`src/rtl/my_logic_pipe.sv`:
```
// my_logic_pipe: two-stage pipelined bitwise logic unit with valid/ready handshakes.
//
// Stage 1 captures the operands and function code. Stage 2 holds the result
// together with its zero and parity flags. An internal XOR accumulator serves
// function code 7.
//
// Ports:
//   clk        clock, rising-edge active
//   rst        asynchronous active-high reset
//   in_valid   operand beat valid
//   in_ready   block can accept an operand beat this cycle
//   a, b       W-bit operands
//   f          3-bit function code
//   out_valid  result beat valid
//   out_ready  consumer accepts the result this cycle
//   out        W-bit result
//   zero       out == 0, registered with out
//   parity     XOR-reduction of out, registered with out
module my_logic_pipe #(
   parameter int unsigned W = 4
) (
   input  logic         clk,
   input  logic         rst,
   input  logic         in_valid,
   output logic         in_ready,
   input  logic [W-1:0] a,
   input  logic [W-1:0] b,
   input  logic [2:0]   f,
   output logic         out_valid,
   input  logic         out_ready,
   output logic [W-1:0] out,
   output logic         zero,
   output logic         parity
);

   logic         s1_v;
   logic [W-1:0] s1_a;
   logic [W-1:0] s1_b;
   logic [2:0]   s1_f;
   logic         s2_v;
   logic [W-1:0] acc;

   logic         s2_load;
   logic         accept;
   logic [W-1:0] acc_next;
   logic [W-1:0] res;

   // Handshake control. in_ready depends on out_ready in the same cycle, so a
   // full pipeline frees up as soon as the consumer takes the result.
   always_comb begin
      s2_load  = s1_v & (~s2_v | out_ready);
      in_ready = ~s1_v | s2_load;
      accept   = in_valid & in_ready;
   end

   always_comb begin
      acc_next = acc ^ s1_a;
   end

   always_comb begin
      res = '0;
      case (s1_f)
         3'd0:    res = s1_a & s1_b;
         3'd1:    res = s1_a | s1_b;
         3'd2:    res = s1_a ^ s1_b;
         3'd3:    res = ~s1_a;
         3'd4:    res = ~(s1_a & s1_b);
         3'd5:    res = ~(s1_a | s1_b);
         3'd6:    res = ~(s1_a ^ s1_b);
         3'd7:    res = acc_next;
         default: res = '0;
      endcase
   end

   // Stage 1. When in_ready is high the slot is either empty or draining, so
   // its valid bit simply follows in_valid; otherwise it holds.
   always_ff @(posedge clk or posedge rst) begin
      if (rst) begin
         s1_v <= 1'b0;
         s1_a <= '0;
         s1_b <= '0;
         s1_f <= 3'd0;
      end else begin
         if (in_ready) begin
            s1_v <= in_valid;
         end
         if (accept) begin
            s1_a <= a;
            s1_b <= b;
            s1_f <= f;
         end
      end
   end

   // Stage 2 holds its result while stalled; it empties only when consumed
   // without a replacement arriving.
   always_ff @(posedge clk or posedge rst) begin
      if (rst) begin
         s2_v   <= 1'b0;
         out    <= '0;
         zero   <= 1'b1;
         parity <= 1'b0;
      end else if (s2_load) begin
         s2_v   <= 1'b1;
         out    <= res;
         zero   <= ~|res;
         parity <= ^res;
      end else if (out_ready) begin
         s2_v <= 1'b0;
      end
   end

   // The accumulator advances only on the s1->s2 transfer, so a beat stalled in
   // stage 1 is counted exactly once and back-to-back f=7 beats chain.
   always_ff @(posedge clk or posedge rst) begin
      if (rst) begin
         acc <= '0;
      end else if (s2_load && (s1_f == 3'd7)) begin
         acc <= acc_next;
      end
   end

   always_comb begin
      out_valid = s2_v;
   end

endmodule

```
`config.mk`:
```
export PLATFORM = sky130hd
export DESIGN_NAME = my_logic_pipe
export DESIGN_NICKNAME = d
export VERILOG_FILES = /design/src/rtl/my_logic_pipe.sv
export SDC_FILE = /design/constraint.sdc
export NUM_CORES = 1
export LEC_CHECK = 0
export ABC_AREA = 1
export BUFFER_PORTS_ARGS = -buffer_cell sky130_fd_sc_hd__buf_2
export CAP_MARGIN = 20
export CORE_MARGIN = 8
export CORE_UTILIZATION = 60
export CTS_CLUSTER_DIAMETER = 40
export DETAILED_ROUTE_END_ITERATION = 16
export HOLD_SLACK_MARGIN = 0.02
export MAX_ROUTING_LAYER = met4
export PLACE_DENSITY = 0.87
export SLEW_MARGIN = 20
export SYNTH_ARGS = -nofsm -noshare
export SYNTH_HDL_FRONTEND = slang
export SYNTH_SLANG_ARGS = --single-unit
```
`constraint.sdc`:
```
create_clock -name clk -period 4.93 [get_ports clk]
set_clock_uncertainty 0.15 [all_clocks]
set_input_delay 0.2465 -clock clk [delete_from_list [all_inputs] [get_ports clk]]
set_output_delay 0.2465 -clock clk [all_outputs]
set_load 0.05 [all_outputs]
```
-- Word level (Yosys, flattened, before mapping)
Index checks and enable logic that the tools add are counted.
- output and inout port bits: 8
- register bits after elaboration: 23
- word-level logic and storage cells: 39
- bitwise logic cells: 14
- equal/unequal tests: 7
- muxes and demuxes: 3
- reduce and logical (&&, ||, !) cells: 6
- operators with widths (cell ; number):
    $pmux W4 S8 ; 1
    $not A4 Y4 ; 4
    $eq A3 B3 Y1 const B ; 4
    $xor A4 B4 Y4 ; 2
    $eq A3 B2 Y1 const B ; 2
    $and A4 B4 Y4 ; 1
    $or A4 B4 Y4 ; 1
    $reduce_or A4 Y1 ; 1
    $reduce_xor A4 Y1 ; 1
    $eq A3 B1 Y1 const B ; 1
    $logic_not A3 Y1 ; 1
    $and A1 B1 Y1 ; 2
    $mux W1 ; 2
    $not A1 Y1 ; 2
    $or A1 B1 Y1 ; 2
    $reduce_bool A2 Y1 ; 1
    $logic_and A1 B1 Y1 ; 1
    $logic_not A1 Y1 ; 1

-- Logic depth before layout (Yosys ltp)
Gate-level depths: netlist of the first run.
- depth in word-level cells: 5
- gate-level depth with buffers: 11
- depth with buffers taken out: 11

-- Worst setup path after synthesis of the first run
No wires, ideal clock.
- path type: register to register
- start: reg s2_v (netlist: out_valid)
- end: reg s1_a[1]
- setup slack: 2.879 ns
- arrival time: 1.824 ns
- library setup time: 0.077 ns
- buffers on the path: 1
- period minus slack after synthesis: 2.051 ns
- data required time: 4.703 ns
- cell stages (with the launch flop): 6
- path through: dfrtp_1 > nand3_1 > nand2_1 > buf_2 > nor2_1 > a21oi_1
- cells in the longest elaborated chain, start to end: 5
- RTL lines (item ; line ; source):
    start: declaration ; 40 ; logic s2_v;
    start signal: assignment ; 99 ; s2_v <= 1'b0;
    start signal: assignment ; 104 ; s2_v <= 1'b1;
    start signal: assignment ; 109 ; s2_v <= 1'b0;
    $not A1 Y1 ; 51 ; s2_load = s1_v & (~s2_v | out_ready);
    $or A1 B1 Y1 ; 51 ;
    $and A1 B1 Y1 ; 51 ;
    $or A1 B1 Y1 ; 52 ; in_ready = ~s1_v | s2_load;
    via in_ready ; 25 ; output logic in_ready,
    $and A1 B1 Y1 ; 53 ; accept = in_valid & in_ready;
    end signal: assignment ; 80 ; s1_a <= '0;
    end signal: assignment ; 88 ; s1_a <= a;
    end: declaration ; 37 ; logic [W-1:0] s1_a;
The timed path passes the listed nets, and every way through them passes these cells.
A chain may end at the register's enable or synchronous reset.

-- Worst setup path in the final report of the first run
- start: reg s1_f[1]
- end: reg parity
- cells in the longest elaborated chain, start to end: 3
- elaborated cells on any way between the ends: 10
- RTL lines (item ; line ; source):
    start: declaration ; 39 ; logic [2:0] s1_f;
    start signal: assignment ; 82 ; s1_f <= 3'd0;
    start signal: assignment ; 90 ; s1_f <= f;
    $eq A3 B3 Y1, or another cell as far along ; 62 ; case (s1_f)
    $pmux W4 S8 (*) ; 62 ;
    $reduce_xor A4 Y1 (*) ; 107 ; parity <= ^res;
    end signal: assignment ; 107 ;
    end: declaration ; 33 ; output logic parity
Every way passes the cells marked *; elsewhere a longest branch is shown, timed or not.

==> results.yml, run 1 <==
clocking:
  numCtsBuffers: 3
  cts_buffer_depth: 2
  post_cts_resized: 0
  cts.htree.levels: 1
  clk_pin_slew_ns: 0.13
  cts_setup_buffers: 0
  cts_num_sinks: 23
  cts_tree: "yes"
  root_buffer: "clkbuf_4"
  clkLatencyLatePin_ns: 0.33
timing:
  relSlewSlack_pct: 43.47
  setup_viol: 0
  finalCriticalPeriod_ns: 2.245
  rsz0062_at_grt: "false"
  fin_crit_sh_pct: 45.53
  worst_pin_slew_ns: 0.8470
  layout_setup_ws_ns: 2.685
  maxSlewViolCount: 0
  max_freq_ghz: 0.4455
  hold_viol_final: 0
  holdWs_ns: 0.02598
  fin_tns_setup_ns: 0
yosys:
  synth_warnings: 0
  yosysSeqAreaShare_pct: 38.38
  syn-num-nets: 228
  yosys.area.top_type: "dfrtp_1"
  yosysTopAreaCellShare_pct: 36.64
  synthFlopType: "dfrtp_1"
  synth.top_cells.by_count: "nand2_1, inv_1, nor2_1"
  async_flop_share_pct: 100.0
  synthesis.area_um2: 1503
  yosysUniqueCellTypes: 24
  synth_most_common_cell: "nand2_1"
  synth_area_per_cell_um2: 7.402
  synth_edf_count: 0
  ys_seq_elements: 23
  synthTopCellsByArea: "dfrtp_1, nand2_1, ha_1"
  syn_inst: 203
drt:
  wire_per_inst_um: 12.63
  via_count: 1321
  drc: 0
  drtPass1Iterations: 4
  wirelength_um: 3309
  drtIter0Drc: 101
  ant_nets: 0
  viasPerCell: 5.042
floorplanning:
  die-area_um2: 4362
  initial_core_util_pct: 61.78
  die_h_um: 66.05
  ios: 23
  coreArea_um2: 2432
  die_w_um: 66.05
  num_rows: 18
cells_and_area:
  utilization_pct: 70.58
  finish.net_count: 258
  synthToLayoutAreaGrowth_pct: 14.24
  drive_above_1_share_pct: 17.67
  nFillCells: 195
  fin_area_um2: 1717
  diodes: 0
global_route:
  grt_overflow_total: 0
  grt_max_degree: 24
  antenna_found_initial: 0
  grt_util_met3_pct: 2.881
  grt_first_pass_wirelength_um: 5975
  gr-usage-all-layers_pct: 17.85
  top_usage_layer: "met2"
  grt_pass1_vias: 1389
  grt.met2_usage_pct: 28.01
  use_met1_pct: 21.38
placement:
  gp_congestion: 0.9338
  hpwlAfterDp_um: 2365
  numPortBuffers: 22
  preCtsSetupSlack_ns: 2.751
  dpl_cell_area_um2: 1599
power:
  leakagePower_nw: 0.9583
  power_frac_comb_pct: 49.3
  p_int_uw: 392.5
  sequentialPowerShare_pct: 38.4
  power_density_nw_per_um2: 442.8
  switchingPower_uw: 367.6
  p_clk_share_pct: 12.3
  switching_share_pct: 48.36
  vdd_ir_drop_max_mv: 0.3861
worst_setup_path:
  cp-end-kind: "flip-flop"
  critPathArrivalTime_ns: 2.30
  cp-start-kind: "flip-flop"
  required_ns: 4.99
  critPathMaxFanout: 13
  path_class: "flip-flop to flip-flop"
status:
  outcome: "finished clean"
hold_path:
  hold_path.class: "primary input to flip-flop"
flow_run:
  max_cap_violations: 0
-- per-layer routing --
metal  up-vias  wire length, um
met5         -                0
met4         0               75
met3         7              203
met2        51             1598
met1       574             1432
li1        689                -
-- cells in the final DEF, fill, tap and decap left out --
| master | instances |
|---|---|
| inv_2 | 2 |
| clkinv_2 | 1 |
| xnor2_1 | 1 |
| nor3_2 | 1 |
| nand2_1 | 60 |
| nor3_4 | 1 |
| nand2_2 | 1 |
| nor2_2 | 2 |
| dfstp_2 | 1 |
| nand3_4 | 1 |
| a21oi_1 | 11 |
| nand3_1 | 10 |
| nand4_1 | 8 |
| inv_4 | 1 |
| dfrtp_1 | 22 |
| nand3_2 | 4 |
| ha_1 | 10 |
| nor2_1 | 24 |
| buf_2 | 22 |
| dlygate4sd3_1 | 9 |
| inv_1 | 30 |
| clkbuf_4 | 3 |
| nor2_4 | 1 |
| o21ai_0 | 2 |
| o21ai_1 | 4 |
-- path summary, 6_finish.rpt --
check                                to    start  cells past startpoint  slack, ns
worst min-delay path            s1_f[2]     f[2]                      3       0.03
min in group asynchronous       s1_b[2]      rst                      3       0.46
max in group asynchronous        acc[2]      rst                      3       3.65
worst max-delay path             parity  s1_f[1]                     10       2.69
worst max register to register   parity  s1_f[1]                     10       2.69
worst min register to register   out[1]   out[1]                      2       0.34
-- critical path: stages (launching register included) --
cell and delay [ns]:
dfrtp_1 0.67, nand2_2 0.20, nor2_2 0.25, nand2_1 0.08, nand2_1 0.06, nor2_1 0.05
nand3_2 0.07, inv_1 0.04, ha_1 0.29, xnor2_1 0.16, o21ai_0 0.09
-- repair_timing --
action / CTS / global route
hold buffers: 9 / 0
hold endpoints to repair: 30 / 0
setup endpoints to repair: 0 / 0
-- registers in the layout, indices dropped and copies added (netlist names) --
register   count
s1_f           3
zero           1
out_valid      1
s1_a           4
s1_v           1
parity         1
out            4
acc            4
s1_b           4
-- cell families after synthesis --
family	count (synthesis)	synth area share (%)
flops	23	38.39
fa+ha+maj	10	8.326
simple gates	113	35.22
compound gates	17	5.662
buf+inv	39	11.82
xor+xnor	1	0.5830
-- layout make-up --
cell class / count / area (um2) / share of cell area (%)
Inverter: 33 / 126.4 / 7.361
Tap cell: 30 / 37.54 / 2.187
Clock inverter: 1 / 5.005 / 0.2915
Sequential cell: 23 / 576.8 / 33.60
Clock buffer: 3 / 22.52 / 1.312
Multi-Input combinational cell: 141 / 748.2 / 43.59
Timing Repair Buffer: 31 / 200.2 / 11.66
-- per-stage QoR --
stage               cells  power [mW]
floorplan             203      0.5854
global placement      249      0.6491
detailed placement    249      0.6607
CTS                   262      0.7568
global route          262      0.8217
finish                262      0.7601
-- power by group through the flow --
stage	logic (mW)	clock network [mW]	registers, mW
finish	0.375	0.0934	0.292
global route	0.421	0.0994	0.301
CTS	0.373	0.0933	0.291
detailed placement	0.366	0	0.294
global placement	0.357	0	0.292
floorplan	0.215	0	0.371
No activity file was read; power rests on OpenSTA's default activity.
==> run 2, diff against run 1 <==
--- a/config.mk
+++ b/config.mk
@@ -9,12 +9,12 @@
 export BUFFER_PORTS_ARGS = -buffer_cell sky130_fd_sc_hd__buf_2
 export CAP_MARGIN = 20
 export CORE_MARGIN = 8
-export CORE_UTILIZATION = 60
+export CORE_UTILIZATION = 56
 export CTS_CLUSTER_DIAMETER = 40
 export DETAILED_ROUTE_END_ITERATION = 16
 export HOLD_SLACK_MARGIN = 0.02
 export MAX_ROUTING_LAYER = met4
-export PLACE_DENSITY = 0.87
+export PLACE_DENSITY = 0.82
 export SLEW_MARGIN = 20
 export SYNTH_ARGS = -nofsm -noshare
 export SYNTH_HDL_FRONTEND = slang
==> constraint.sdc (replaced) <==
create_clock -name clk -period 2.3 [get_ports clk]
set_clock_uncertainty 0.15 [all_clocks]
set_input_delay 0.115 -clock clk [delete_from_list [all_inputs] [get_ports clk]]
set_output_delay 0.115 -clock clk [all_outputs]
set_load 0.05 [all_outputs]
==> results.yml, run 2 (same netlist as run 1, synthesis figures left out) <==
clocking:
  numCtsBuffers: 3
  root_buffer: "clkbuf_4"
  cts_num_sinks: 23
  cts_tree: "yes"
  cts.htree.levels: 1
  clk_pin_slew_ns: 0.13
  cts_buffer_depth: 2
  clkLatencyLatePin_ns: 0.31
  post_cts_resized: 0
  cts_setup_buffers: 0
drt:
  drtIter0Drc: 78
  wirelength_um: 3293
  wire_per_inst_um: 12.33
  via_count: 1328
  ant_nets: 0
  drtPass1Iterations: 4
  viasPerCell: 4.974
  drc: 0
worst_setup_path:
  cp-start-kind: "flip-flop"
  worst-path-stages: 10
  r2r_slack_ns: 0.20
  cp-startpoint: "s1_f[1]"
  path_buf_inv: 1
  critPathArrivalTime_ns: 2.15
  crit_end: "parity"
  crit_family: "flip-flops"
  crit_path_top_delay_cell: "dfrtp_1"
  required_ns: 2.35
  path_class: "flip-flop to flip-flop"
  cp-end-kind: "flip-flop"
  worstReg2RegStart: "s1_f[1]"
  critPathMaxFanout: 13
  critPathMaxStageDelay_ns: 0.64
  worstReg2RegEnd: "parity"
  path_cells: "nand2_2 -> nor2_2 -> nand2_1 -> nand2_1 -> nor2_1 -> nand3_2 -> inv_1 -> ha_1 -> xnor2_1 -> o21ai_0"
  crit_path_frequent_cell: "nand2_1"
  reg2reg_depth: 10
timing:
  holdWs_ns: 0.3314
  rsz0062_at_grt: "false"
  hold_viol_final: 0
  max_freq_ghz: 0.4757
  worst_pin_slew_ns: 0.8759
  fin_crit_sh_pct: 91.39
  setup_viol: 0
  fin_tns_setup_ns: 0
  finalCriticalPeriod_ns: 2.102
  relSlewSlack_pct: 41.54
  maxSlewViolCount: 0
floorplanning:
  die-area_um2: 4597
  coreArea_um2: 2522
  ios: 23
  die_w_um: 67.80
  num_rows: 18
  initial_core_util_pct: 59.57
  die_h_um: 67.80
cells_and_area:
  multi_input_area_um2: 748.2
  register_area_um2: 576.8
  layout_common_cells: "nand2_1, inv_1, nor2_1"
  finish.net_count: 263
  drive_above_1_share_pct: 17.30
  nFillCells: 222
  synthToLayoutAreaGrowth_pct: 17.32
  diodes: 0
  final_common_cell: "nand2_1"
power:
  leakagePower_nw: 0.9769
  power_density_nw_per_um2: 914.3
  vdd_ir_drop_max_mv: 0.7995
global_route:
  grt_first_pass_wirelength_um: 5754
  grt_max_degree: 24
  grt_pass1_vias: 1339
  antenna_found_initial: 0
  grt_overflow_total: 0
  gr-usage-all-layers_pct: 16.36
placement:
  gp_congestion: 0.9671
  numPortBuffers: 22
  hpwlAfterDp_um: 2429
hold_path:
  hold_path.class: "primary input to flip-flop"
status:
  outcome: "finished clean"
flow_run:
  max_cap_violations: 0
[run 2: worst min path at each step]
| stage | startpoint | endpoint | slack (ns) | cells after the start |
|---|---|---|---|---|
| final | in_valid | s1_v | 0.33 | 3 |
| after global placement | rst | s1_v | 0.20 | 2 |
| after floorplan | rst | acc[0] | -0.03 | 1 |
| after CTS | out[2] | out[2] | 0.34 | 2 |
| after global routing | out[3] | out[3] | 0.36 | 2 |
| after detailed placement | rst | out_valid | 0.20 | 2 |
[run 2: stage by stage]
stage / power (mW) / setup slack, ns / area, um2 / util, % / cells
CTS: 1.623 / 0.1962 / 1763 / 69.89 / 267
global placement: 1.396 / 0.2671 / 1607 / 63.69 / 250
detailed placement: 1.413 / 0.2252 / 1607 / 63.69 / 250
floorplan: 1.255 / 0.2487 / 1503 / - / 203
finish: 1.612 / 0.1980 / 1763 / 69.89 / 267
global route: 1.753 / 0.02089 / 1763 / 69.89 / 267
[run 2: area by class of cell]
type | count | share of cell area, %
clock buffer | 4 | 1.490
tap | 30 | 2.129
timing repair buffer | 36 | 14.05
inverter | 33 | 7.168
multi-input combinational | 141 | 42.44
sequential | 23 | 32.72
[run 2: where the power goes]
part           leakage, nW  switching, mW  internal (mW)  total (mW)
registers            0.268         0.0845          0.528       0.613
clock network       0.0150          0.122         0.0678       0.189
logic                0.694          0.554          0.255       0.810
[run 2: routing by layer]
metal	GRT usage (%)	vias to the layer above	wire, um
met5	-	-	0
met4	5.627	0	56
met3	3.311	7	202
met2	26.98	36	1575
met1	19.40	585	1459
li1	-	700	-
[run 2: what timing repair did]
action                     CTS  global route
setup endpoints to repair    0             0
hold endpoints to repair    35             0
hold buffers                13             0
[run 2: worst min-delay path: stages]
cell	delay (ns)
buf_2	0.07
nand2_1	0.40
nand2_1	0.18
==> run 3, diff against run 2 <==
--- a/config.mk
+++ b/config.mk
@@ -8,13 +8,16 @@
 export ABC_AREA = 1
 export BUFFER_PORTS_ARGS = -buffer_cell sky130_fd_sc_hd__buf_2
 export CAP_MARGIN = 20
+export CELL_PAD_IN_SITES_DETAIL_PLACEMENT = 1
+export CELL_PAD_IN_SITES_GLOBAL_PLACEMENT = 1
 export CORE_MARGIN = 8
-export CORE_UTILIZATION = 56
+export CORE_UTILIZATION = 40
 export CTS_CLUSTER_DIAMETER = 40
 export DETAILED_ROUTE_END_ITERATION = 16
+export GPL_TIMING_DRIVEN = 0
 export HOLD_SLACK_MARGIN = 0.02
 export MAX_ROUTING_LAYER = met4
-export PLACE_DENSITY = 0.82
+export PLACE_DENSITY = 0.81
 export SLEW_MARGIN = 20
 export SYNTH_ARGS = -nofsm -noshare
 export SYNTH_HDL_FRONTEND = slang
==> results.yml, run 3 (same netlist as run 1, synthesis figures left out) <==
global_route:
  grt_max_degree: 24
  grt_overflow_total: 0
  gr-usage-all-layers_pct: 15.71
  grt_first_pass_wirelength_um: 7348
  antenna_found_initial: 0
  grt_pass1_vias: 1549
drt:
  wire_per_inst_um: 14.76
  routed.top_layer: "met4"
  wl_met2_um: 2151
  drtPass1Iterations: 4
  drtIter0Drc: 74
  wl_met1_um: 1923
  via_count: 1414
  viasPerCell: 4.876
  dr_wl_met3_um: 100
  drc: 0
  ant_nets: 0
  wirelength_um: 4281
cells_and_area:
  drive_above_1_share_pct: 19.42
  layout_common_cells: "nand2_1, inv_1, buf_2, nor2_1, dfrtp_1"
  finish.net_count: 268
  synthToLayoutAreaGrowth_pct: 23.06
  diodes: 0
  final_common_cell: "nand2_1"
power:
  power_mw: 1.746
  p_int_uw: 925.8
  switchingPower_uw: 819.9
  power_frac_comb_pct: 50.4
  leakagePower_nw: 1.013
  sequentialPowerShare_pct: 34.5
  p_clk_share_pct: 15.1
  power_density_nw_per_um2: 944.0
  switching_share_pct: 46.97
  vdd_ir_drop_max_mv: 0.4177
timing:
  fin_tns_setup_ns: 0
  layout_setup_ws_ns: 0.2208
  finalCriticalPeriod_ns: 2.079
  rsz0062_at_grt: "false"
  setup_viol: 0
  relSlewSlack_pct: 38.16
  fin_crit_sh_pct: 90.40
  max_freq_ghz: 0.4810
  maxSlewViolCount: 0
  hold_viol_final: 0
  worst_pin_slew_ns: 0.9265
floorplanning:
  die-area_um2: 5974
  num_rows: 22
  die_w_um: 77.29
  coreArea_um2: 3633
  ios: 23
  die_h_um: 77.29
  initial_core_util_pct: 41.36
worst_setup_path:
  critPathMaxFanout: 10
  crit_path_top_delay_cell: "dfrtp_1"
  cp-start-kind: "flip-flop"
  critPathArrivalTime_ns: 2.09
  path_cells: "buf_4 -> nor3_2 -> nand2_1 -> nand3_2 -> inv_1 -> ha_1 -> xnor2_1 -> o21ai_0"
  cp-end-kind: "flip-flop"
  critPathMaxStageDelay_ns: 0.44
  required_ns: 2.31
  path_class: "flip-flop to flip-flop"
clocking:
  clkLatencyLatePin_ns: 0.27
  cts_num_sinks: 23
  root_buffer: "clkbuf_8"
  cts_tree: "yes"
  cts_setup_buffers: 0
  cts.htree.levels: 1
  cts_buffer_depth: 2
  cts_hold_buf: 13
  post_cts_resized: 0
  clk_pin_slew_ns: 0.09
  numCtsBuffers: 3
placement:
  numPortBuffers: 22
  gp_congestion: 0.8059
  hpwlAfterDp_um: 2943
  preCtsSetupSlack_ns: 0.2195
hold_path:
  hold_path.class: "primary input to flip-flop"
status:
  outcome: "finished clean"
flow_run:
  max_cap_violations: 0
==> run 3: routing by layer <==
metal / global-route usage (%) / vias to the layer above
met1: 17.33 / 666
met5: - / -
met2: 27.38 / 26
li1: - / 711
met3: 1.981 / 11
met4: 7.358 / 0
==> run 3: worst paths after layout <==
path,startpoint,to,slack [ns],depth (start not counted)
max in group asynchronous,rst,s1_b[3],0.99,3
max reg2reg,s1_f[1],parity,0.22,8
min reg2reg,out[3],out[3],0.33,2
min in group asynchronous,rst,out[0],0.44,3
min,in_valid,s1_b[2],0.05,4
max,s1_f[1],parity,0.22,8
==> run 3: stage by stage <==
step	hold slack (ns)	area (um2)	util (%)	cells
global route	0.1028	1849	50.90	290
detailed placement	0.2058	1673	46.04	273
global placement	0.2044	1673	46.04	273
CTS	0.06509	1849	50.90	290
floorplan	-0.03382	1503	-	203
finish	0.05470	1849	50.90	290
==> run 3: power by group through the flow <==
stage	combinational [mW]	sequential [mW]	clock [mW]
after floorplan	0.461	0.794	0
after global placement	0.832	0.602	0
after detailed placement	0.853	0.611	0
after CTS	0.874	0.603	0.273
after global routing	0.978	0.621	0.284
final	0.880	0.602	0.263
==> run 3: final cells by class <==
type / count / area [um2]
buffer: 6 / 51.30
clock buffer: 3 / 41.29
clock inverter: 1 / 5.005
fill: 485 / 1784
inverter: 33 / 126.4
multi-input combinational: 141 / 748.2
sequential: 23 / 576.8
tap: 48 / 60.06
timing repair buffer: 35 / 240.2
==> run 3: worst max-delay path, delay by kind of cell, from the launching register on <==
kind | cells | cell delay (ns)
DFF | 1 | 0.44
AOI/OAI and AO/OA | 1 | 0.09
buffers and inverters | 2 | 0.25
xor gates and xnor gates | 1 | 0.15
and+or+nand+nor | 3 | 0.58
adders and majority gates | 1 | 0.31
